===== src/rtl/imem_loader.sv =====
// Byte-serial instruction memory loader. It takes a framed byte stream (count, big-endian
// words, XOR checksum) and writes the words at stepped addresses while holding the CPU.
module imem_loader #(
  parameter int DEPTH     = 64,
  parameter int ADDR_STEP = 2
) (
  input  logic        clk,
  input  logic        reset,
  input  logic        start,
  input  logic [7:0]  in_data,
  input  logic        in_valid,
  output logic        in_ready,
  output logic        mem_we,
  output logic [15:0] mem_addr,
  output logic [15:0] mem_wdata,
  output logic        cpu_hold,
  output logic        done,
  output logic        error
);

  // state   | meaning
  // S_IDLE  | out of reset, waiting for start
  // S_COUNT | expecting the word-count byte
  // S_HI    | expecting the high byte of a word
  // S_LO    | expecting the low byte; the write issues on the next cycle
  // S_CHECK | expecting the checksum byte
  // S_DONE  | load finished, checksum matched
  // S_ERROR | bad count or checksum mismatch
  typedef enum logic [2:0] {
    S_IDLE,
    S_COUNT,
    S_HI,
    S_LO,
    S_CHECK,
    S_DONE,
    S_ERROR
  } state_t;

  localparam logic [8:0]  MAX_WORDS = 9'(DEPTH / ADDR_STEP);
  localparam logic [15:0] STEP      = 16'(ADDR_STEP);

  state_t      state;
  state_t      state_nxt;
  logic        busy_nxt;
  logic        xfer;
  logic        count_bad;
  logic [7:0]  remaining;
  logic [7:0]  hi_byte;
  logic [7:0]  checksum;
  logic [15:0] addr;

  assign xfer      = in_valid & in_ready;
  assign count_bad = (in_data == 8'd0) || ({1'b0, in_data} > MAX_WORDS);

  always_ff @(posedge clk or posedge reset) begin
    if (reset) state <= S_IDLE;
    else       state <= state_nxt;
  end

  always_comb begin
    state_nxt = state;
    busy_nxt  = 1'b0;
    case (state)
      S_IDLE, S_DONE, S_ERROR: if (start) state_nxt = S_COUNT;
      S_COUNT: if (xfer) state_nxt = count_bad ? S_ERROR : S_HI;
      S_HI:    if (xfer) state_nxt = S_LO;
      // remaining is never zero here, so a value of one means this is the last word
      S_LO:    if (xfer) state_nxt = (remaining == 8'd1) ? S_CHECK : S_HI;
      S_CHECK: if (xfer) state_nxt = (in_data == checksum) ? S_DONE : S_ERROR;
      default: state_nxt = S_IDLE;
    endcase
    busy_nxt = (state_nxt == S_COUNT) || (state_nxt == S_HI) ||
               (state_nxt == S_LO) || (state_nxt == S_CHECK);
  end

  // Status outputs are registered from the next state so they change together with it.
  always_ff @(posedge clk or posedge reset) begin
    if (reset) begin
      in_ready  <= 1'b0;
      cpu_hold  <= 1'b0;
      done      <= 1'b0;
      error     <= 1'b0;
      mem_we    <= 1'b0;
      mem_addr  <= 16'd0;
      mem_wdata <= 16'd0;
      remaining <= 8'd0;
      hi_byte   <= 8'd0;
      checksum  <= 8'd0;
      addr      <= 16'd0;
    end else begin
      in_ready <= busy_nxt;
      cpu_hold <= busy_nxt;
      done     <= (state_nxt == S_DONE);
      error    <= (state_nxt == S_ERROR);
      mem_we   <= 1'b0;
      case (state)
        S_IDLE, S_DONE, S_ERROR: begin
          if (start) begin
            checksum <= 8'd0;
            addr     <= 16'd0;
          end
        end
        S_COUNT: begin
          if (xfer) remaining <= in_data;
        end
        S_HI: begin
          if (xfer) begin
            hi_byte  <= in_data;
            checksum <= checksum ^ in_data;
          end
        end
        S_LO: begin
          if (xfer) begin
            mem_we    <= 1'b1;
            mem_addr  <= addr;
            mem_wdata <= {hi_byte, in_data};
            addr      <= addr + STEP;
            remaining <= remaining - 8'd1;
            checksum  <= checksum ^ in_data;
          end
        end
        default: ;
      endcase
    end
  end

endmodule


===== config.mk =====
export PLATFORM = sky130hd
export DESIGN_NAME = imem_loader
export DESIGN_NICKNAME = d
export VERILOG_FILES = /design/src/rtl/imem_loader.sv
export SDC_FILE = /design/constraint.sdc
export NUM_CORES = 1
export LEC_CHECK = 0
export BUFFER_PORTS_ARGS = -buffer_cell sky130_fd_sc_hd__buf_2
export CORE_AREA = 5 5 90 92
export CTS_CLUSTER_DIAMETER = 60
export DETAILED_ROUTE_END_ITERATION = 12
export DIE_AREA = 0 0 95 97
export GPL_TIMING_DRIVEN = 0
export PLACE_DENSITY = 0.71
export SLEW_MARGIN = 20
export SYNTH_ARGS = -nofsm -noshare
export SYNTH_HDL_FRONTEND = slang
export SYNTH_SLANG_ARGS = --single-unit

===== constraint.sdc =====
create_clock -name clk -period 2.8 [get_ports clk]
set_input_delay 0.14 -clock clk [delete_from_list [all_inputs] [get_ports clk]]
set_output_delay 0.14 -clock clk [all_outputs]
set_load 0.01 [all_outputs]

# --- Word-level counts from Yosys, hierarchy flattened ---
# Index checks and enable logic that the tools add are counted.
totals:
  reg_bits: 79
  input_bits: 12
  output_inout_bits: 37
  elab_cells: 70
op_classes:
  addsub: 2
  n_lt_le_gt_ge: 1
  eq_ne: 18
  muxes: 20
  n_bitwise: 2
  reduce_logical: 16
ops:
  columns: ["op", "n"]
  rows:
  - ["two-way mux 16 bit", 2]
  - ["two-way mux 8 bit", 4]
  - ["one-hot mux 16 bit (2 select lines)", 1]
  - ["one-hot mux 8 bit (2 select lines)", 2]
  - ["two-way mux 3 bit", 7]
  - ["equality test 3 bit, second input constant", 6]
  - ["adder 16 x 2 -> 16 bit, second input constant", 1]
  - ["one-hot mux 3 bit (5 select lines)", 1]
  - ["equality test 3 x 2 -> 1 bit, second input constant", 4]
  - ["AND reduction 3 bit", 3]
  - ["equality test 8 x 1 -> 1 bit, second input constant", 1]
  - ["equality test 8 bit", 1]
  - ["> comparator 8 x 6 -> 1 bit, second input constant", 1]
  - ["logical NOT 8 bit", 1]
  - ["subtractor 8 x 1 -> 8 bit, second input constant", 1]
  - ["bitwise XOR 8 bit", 1]
  - ["equality test 3 x 1 -> 1 bit, second input constant", 2]
  - ["!= test 2 bit, second input constant", 3]
  - ["nonzero test 2 bit", 3]
  - ["logical OR 1 bit", 4]
  - ["AND reduction 2 bit", 2]
  - ["logical NOT 3 bit", 1]
  - ["OR reduction 3 bit", 1]
  - ["two-way mux 1 bit", 2]
  - ["4 further kinds", 4]

# --- Longest topological paths before layout ---
depth:
  ltp_word: 9
  depth_mapped: 8
  depth_no_buf: 8

# --- Worst setup path before layout ---
# Ideal clock, no wire load.
synth_path:
  path_kind: "register to register"
  start: "reg remaining[3]"
  end: "reg error"
  setup_ns: 0.120
  arrival_time_ns: 1.696
  required_ns: 2.680
  setup_slack_ns: 0.984
  path_stages_with_launch: 7
  path_buffers: 1
  synth_period_minus_slack_ns: 1.816
  path_cell_list: "dfrtp_1 > buf_6 > or4_4 > nor4_4 > nor2_1 > a211o_1 > and3b_1"
synth_between:
  elab_chain_cells: 5
synth_lines:
  columns: ["item", "line_no", "rtl"]
  rows:
  - ["start, declared", "47", "logic [7:0] remaining;"]
  - ["start signal, assigned", "104", "if (xfer) remaining <= in_data;"]
  - ["start signal, assigned", "118", "remaining <= remaining - 8'd1;"]
  - ["equality test 8 x 1 -> 1 bit", "68", "S_LO: if (xfer) state_nxt = (remaining == 8'd1) ? S_CHECK : S_HI;"]
  - ["two-way mux 3 bit (2 in series)", "68", null]
  - ["one-hot mux 3 bit (5 select lines)", "63", "case (state)"]
  - ["named net state_nxt[1]", "43", "state_t state_nxt;"]
  - ["equality test 3 bit", "94", "error <= (state_nxt == S_ERROR);"]
  - ["end signal, assigned", "94", null]
  - ["end, declared", "18", "output logic error"]
# The timed path passes the listed nets, and every way through them passes these cells.
# A chain may end at the register's enable or synchronous reset.

# --- Final worst setup path ---
layout_path:
  start: "reg state[2]"
  end: "reg addr[7]"
layout_between:
  elab_chain_cells: 4
  word_cells_on_any_way: 10
  cone_classes: "eq/ne: 5; mux: 1; reduce/logical: 4"
layout_lines:
  columns: ["item", "line_no", "rtl"]
  rows:
  - ["start, declared", "42", "state_t state;"]
  - ["start signal, assigned", "57", "else state <= state_nxt;"]
  - ["equality test 3 bit / logical NOT 3 bit (equally long branches)", "96", "case (state)"]
  - ["OR reduction 3 bit", "96", null]
  - ["!= test 2 bit (no line) / nonzero test 2 bit (equally long branches)", null, null]
  - ["AND reduction 3 bit (no line)", null, null]
  - ["end signal, assigned", "117", "addr <= addr + STEP;"]
  - ["end, declared", "50", "logic [15:0] addr;"]
# Parallel ways exist; a longest one is shown, timed or not.

==> flow_summary.toml <==
[clocking]
clk_latency_ns = 0.33
clockBufferDepth = 2
cts_tree = "built"
clkTransAtPathRegs_ns = 0.08
cts_root_buf = "clkbuf_8"
clock_sinks = 77
h-tree-depth = 3
post_cts_resized = 0
numCtsBuffers = 9
postCtsSetupRepairBufs = 0

[drt]
ant_nets = 0
drt_iter0_markers = 150
vias = 2846
first_pass_iters = 4
drc = 0
vias_per_cell = 5.16
routed_wl_um = 7640
routedWlPerCell_um = 13.8

[setup_path]
rr_startpoint = "state[2]$_DFF_PP0_"
critPathArrivalTime_ns = 2.34
required_ns = 3.05
criticalPathCategory = "flop to flop"
critPathSlowestCell = "dfrtp_1"
worstSetupStartpointType = "flop"
reg2reg_slack_ns = 0.71
path_cells = "and3b_1 -> buf_2 -> nand2_2 -> inv_2 -> o2111ai_4 -> or3_1 -> a21oi_1"
crit_fanout = 10
r2r_cells = 7
crit_path_end_kind = "flop"
reg2reg_to = "addr[7]$_DFFE_PP0P_"
setup.worst_path.start = "state[2]$_DFF_PP0_"
cp_slowest_stage_delay_ns = 0.47

[synthesis]
synth_most_common_cell = "nand2_1"
synth_cell_types = 49
synthesis.nets = 406
synth_edf_count = 0
syn_inst = 391
synth_area_per_cell_um2 = 9.18
synthTopCellsByArea = "dfrtp_1 (54%), nand2_1 (12%), nor2_1 (3.9%)"
synth_top_area_cell = "dfrtp_1"
synthFlopType = "dfrtp_1"
ys_seq_area_share_pct = 53.7
synth-seq-cells = 77
synth-async-reset-ratio_pct = 100
ys_top_cells_by_count = "nand2_1 (112), dfrtp_1 (77), nor2_1 (37), o21ai_1 (18), a21oi_1 (16)"
ys_warn_count = 0
synth_area_um2 = 3590
yosysTopAreaCellShare_pct = 53.7

[worst_hold_path]
hold_start = "in_data[4]"
worstHoldPathType = "input pin to flop"
hold-path-endpoint = "mem_wdata[4]$_DFFE_PP0P_"
holdPathStages = 3

[placed_design]
pre_cts_ws_ns = 0.721
port_buffers = 44
gp_congestion = 0.853
dp_hpwl_um = 5400
place_area_um2 = 3970

[cells_and_area]
final_nets = 463
syn_to_final_growth_pct = 16.0
ff_latch_area_um2 = 1930
fill_cells = 670
n_antenna_cell = 0
post-route-util_pct = 58.4
drive_gt1_share_pct = 19.2
multi_input_area_um2 = 1540
fin_area_um2 = 4170

[job]
max-cap-violations = 0

[grt]
grt_usage_pct = 17.8
grt_start_max_net_pins = 59
antenna_found_initial = 0
grt_pass1_wl_um = 13100
grt-ovfl-total = 0
grt_pass1_vias = 2693

[sta]
timing.final.crit_share_pct = 74.5
layout_setup_ws_ns = 0.713
fmax_mhz = 479
hold_violations = 0
slew_viol_final = 0
skew_ns = 0.0102
setup_viol = 0
rsz0062_at_grt = "false"
period_needed_ns = 2.09
slew_headroom_pct = 63.8
worst_pin_slew_ns = 0.543

[power_and_ir_drop]
power.leakage_nw = 2.06
power_density_nw_per_um2 = 968
power_mw = 4.03
vdd_drop_max_v = 0.000332

[floorplanning]
start_util_pct = 50.3
die_area_um2 = 9220
core_um2 = 7140
die_w_um = 95
ios = 49
core.rowCount = 31
fp.dieH_um = 97

[run_status]
outcome = "completed"
-- layer usage --
layer / up-vias / global-route usage, % / share of wire [%] / wire length, µm
met3: 8 / 3.72 / 3.9 / 298
met4: 0 / 4.99 / 0.96 / 73
met5: - / 0 / 0 / 0
li1: 1402 / - / - / -
met1: 1379 / 25.3 / 48 / 3650
met2: 57 / 27.3 / 47 / 3620
-- power by group --
part / internal, mW / leakage [nW] / total [mW] / switching (mW)
registers: 1.46 / 1.00 / 1.70 / 0.239
logic: 0.604 / 0.962 / 1.52 / 0.920
clock network: 0.411 / 0.0923 / 0.812 / 0.402
-- logic make-up after synthesis --
family                     share of synthesized area [%]
muxes                                               2.51
buffers and inverters                               3.34
adders and majority gates                           1.05
DFF                                                 53.7
and+or+nand+nor                                     24.2
AOI/OAI and AO/OA                                   10.2
xor gates and xnor gates                            4.88
other                                              0.104
-- flip-flops by register name (all words and copies together), names as in the netlist --
register	flops
cpu_hold	1
hi_byte	8
mem_wdata	16
addr	15
done	1
mem_addr	15
checksum	8
state	3
mem_we	1
error	1
remaining	8
-- critical path: cells and delay by family (launching register included) --
kind	cells	cell delay, ns
and+or+nand+nor	3	0.79
DFF	1	0.47
buffers and inverters	2	0.36
AOI/OAI and AO/OA	2	0.39
-- layout by cell type, fill, tap and decap left out, drive strengths merged, types with 2 or more instances in the layout --
cell type,Yosys,final
ha,3,3
nor3,6,6
inv,7,7
nand3,5,5
or4,2,2
xor2,15,15
o22a,2,2
a21oi,16,16
and3b,2,2
o21ai,33,33
clkbuf,10,20
nand4,4,4
nand2b,4,4
or3,4,4
nor2,39,39
nor2b,3,3
xnor2,5,5
nand2,113,113
and2,2,2
buf,10,55
and4,2,2
nor4,5,5
dfrtp,77,77
mux2,8,8
clkinv,0,3
clkinvlp,0,2
-- timing repair --
item                                   4_1_cts  5_1_grt
endpoints found under the hold margin       19        0
setup endpoints to repair                    0        0
hold buffers                                 1        0
-- stage by stage --
| stage | hold WS [ns] | setup TNS, ns | cells |
|---|---|---|---|
| 6_report | 0.0986 | 0 | 552 |
| 5_1_grt | 0.104 | 0 | 552 |
| 4_1_cts | 0.0957 | 0 | 552 |
| 3_3_place_gp | 0.442 | -17.14 | 534 |
| 2_1_floorplan | 0.245 | 0 | 391 |
| 3_5_place_dp | 0.113 | 0 | 535 |
-- how the worst max path moves through the flow --
stage,slack (ns),depth (start not counted),to
2_1_floorplan,0.69,1,addr[10]$_DFFE_PP0P_
5_1_grt,0.57,7,addr[7]$_DFFE_PP0P_
6_report,0.71,7,addr[7]$_DFFE_PP0P_
3_3_place_gp,-0.23,2,cpu_hold$_DFF_PP0_
4_1_cts,0.69,7,addr[7]$_DFFE_PP0P_
3_5_place_dp,0.72,7,addr[11]$_DFFE_PP0P_
-- layout make-up --
class | instances | area share (%)
buffer | 20 | 2.25
clock buffer | 10 | 3.06
clock inverter | 6 | 1.53
inverter | 7 | 0.691
multi-input combinational | 287 | 37.1
sequential | 77 | 46.2
tap | 99 | 2.97
timing repair buffer | 46 | 6.19
Power figures use the tool's default switching activity.
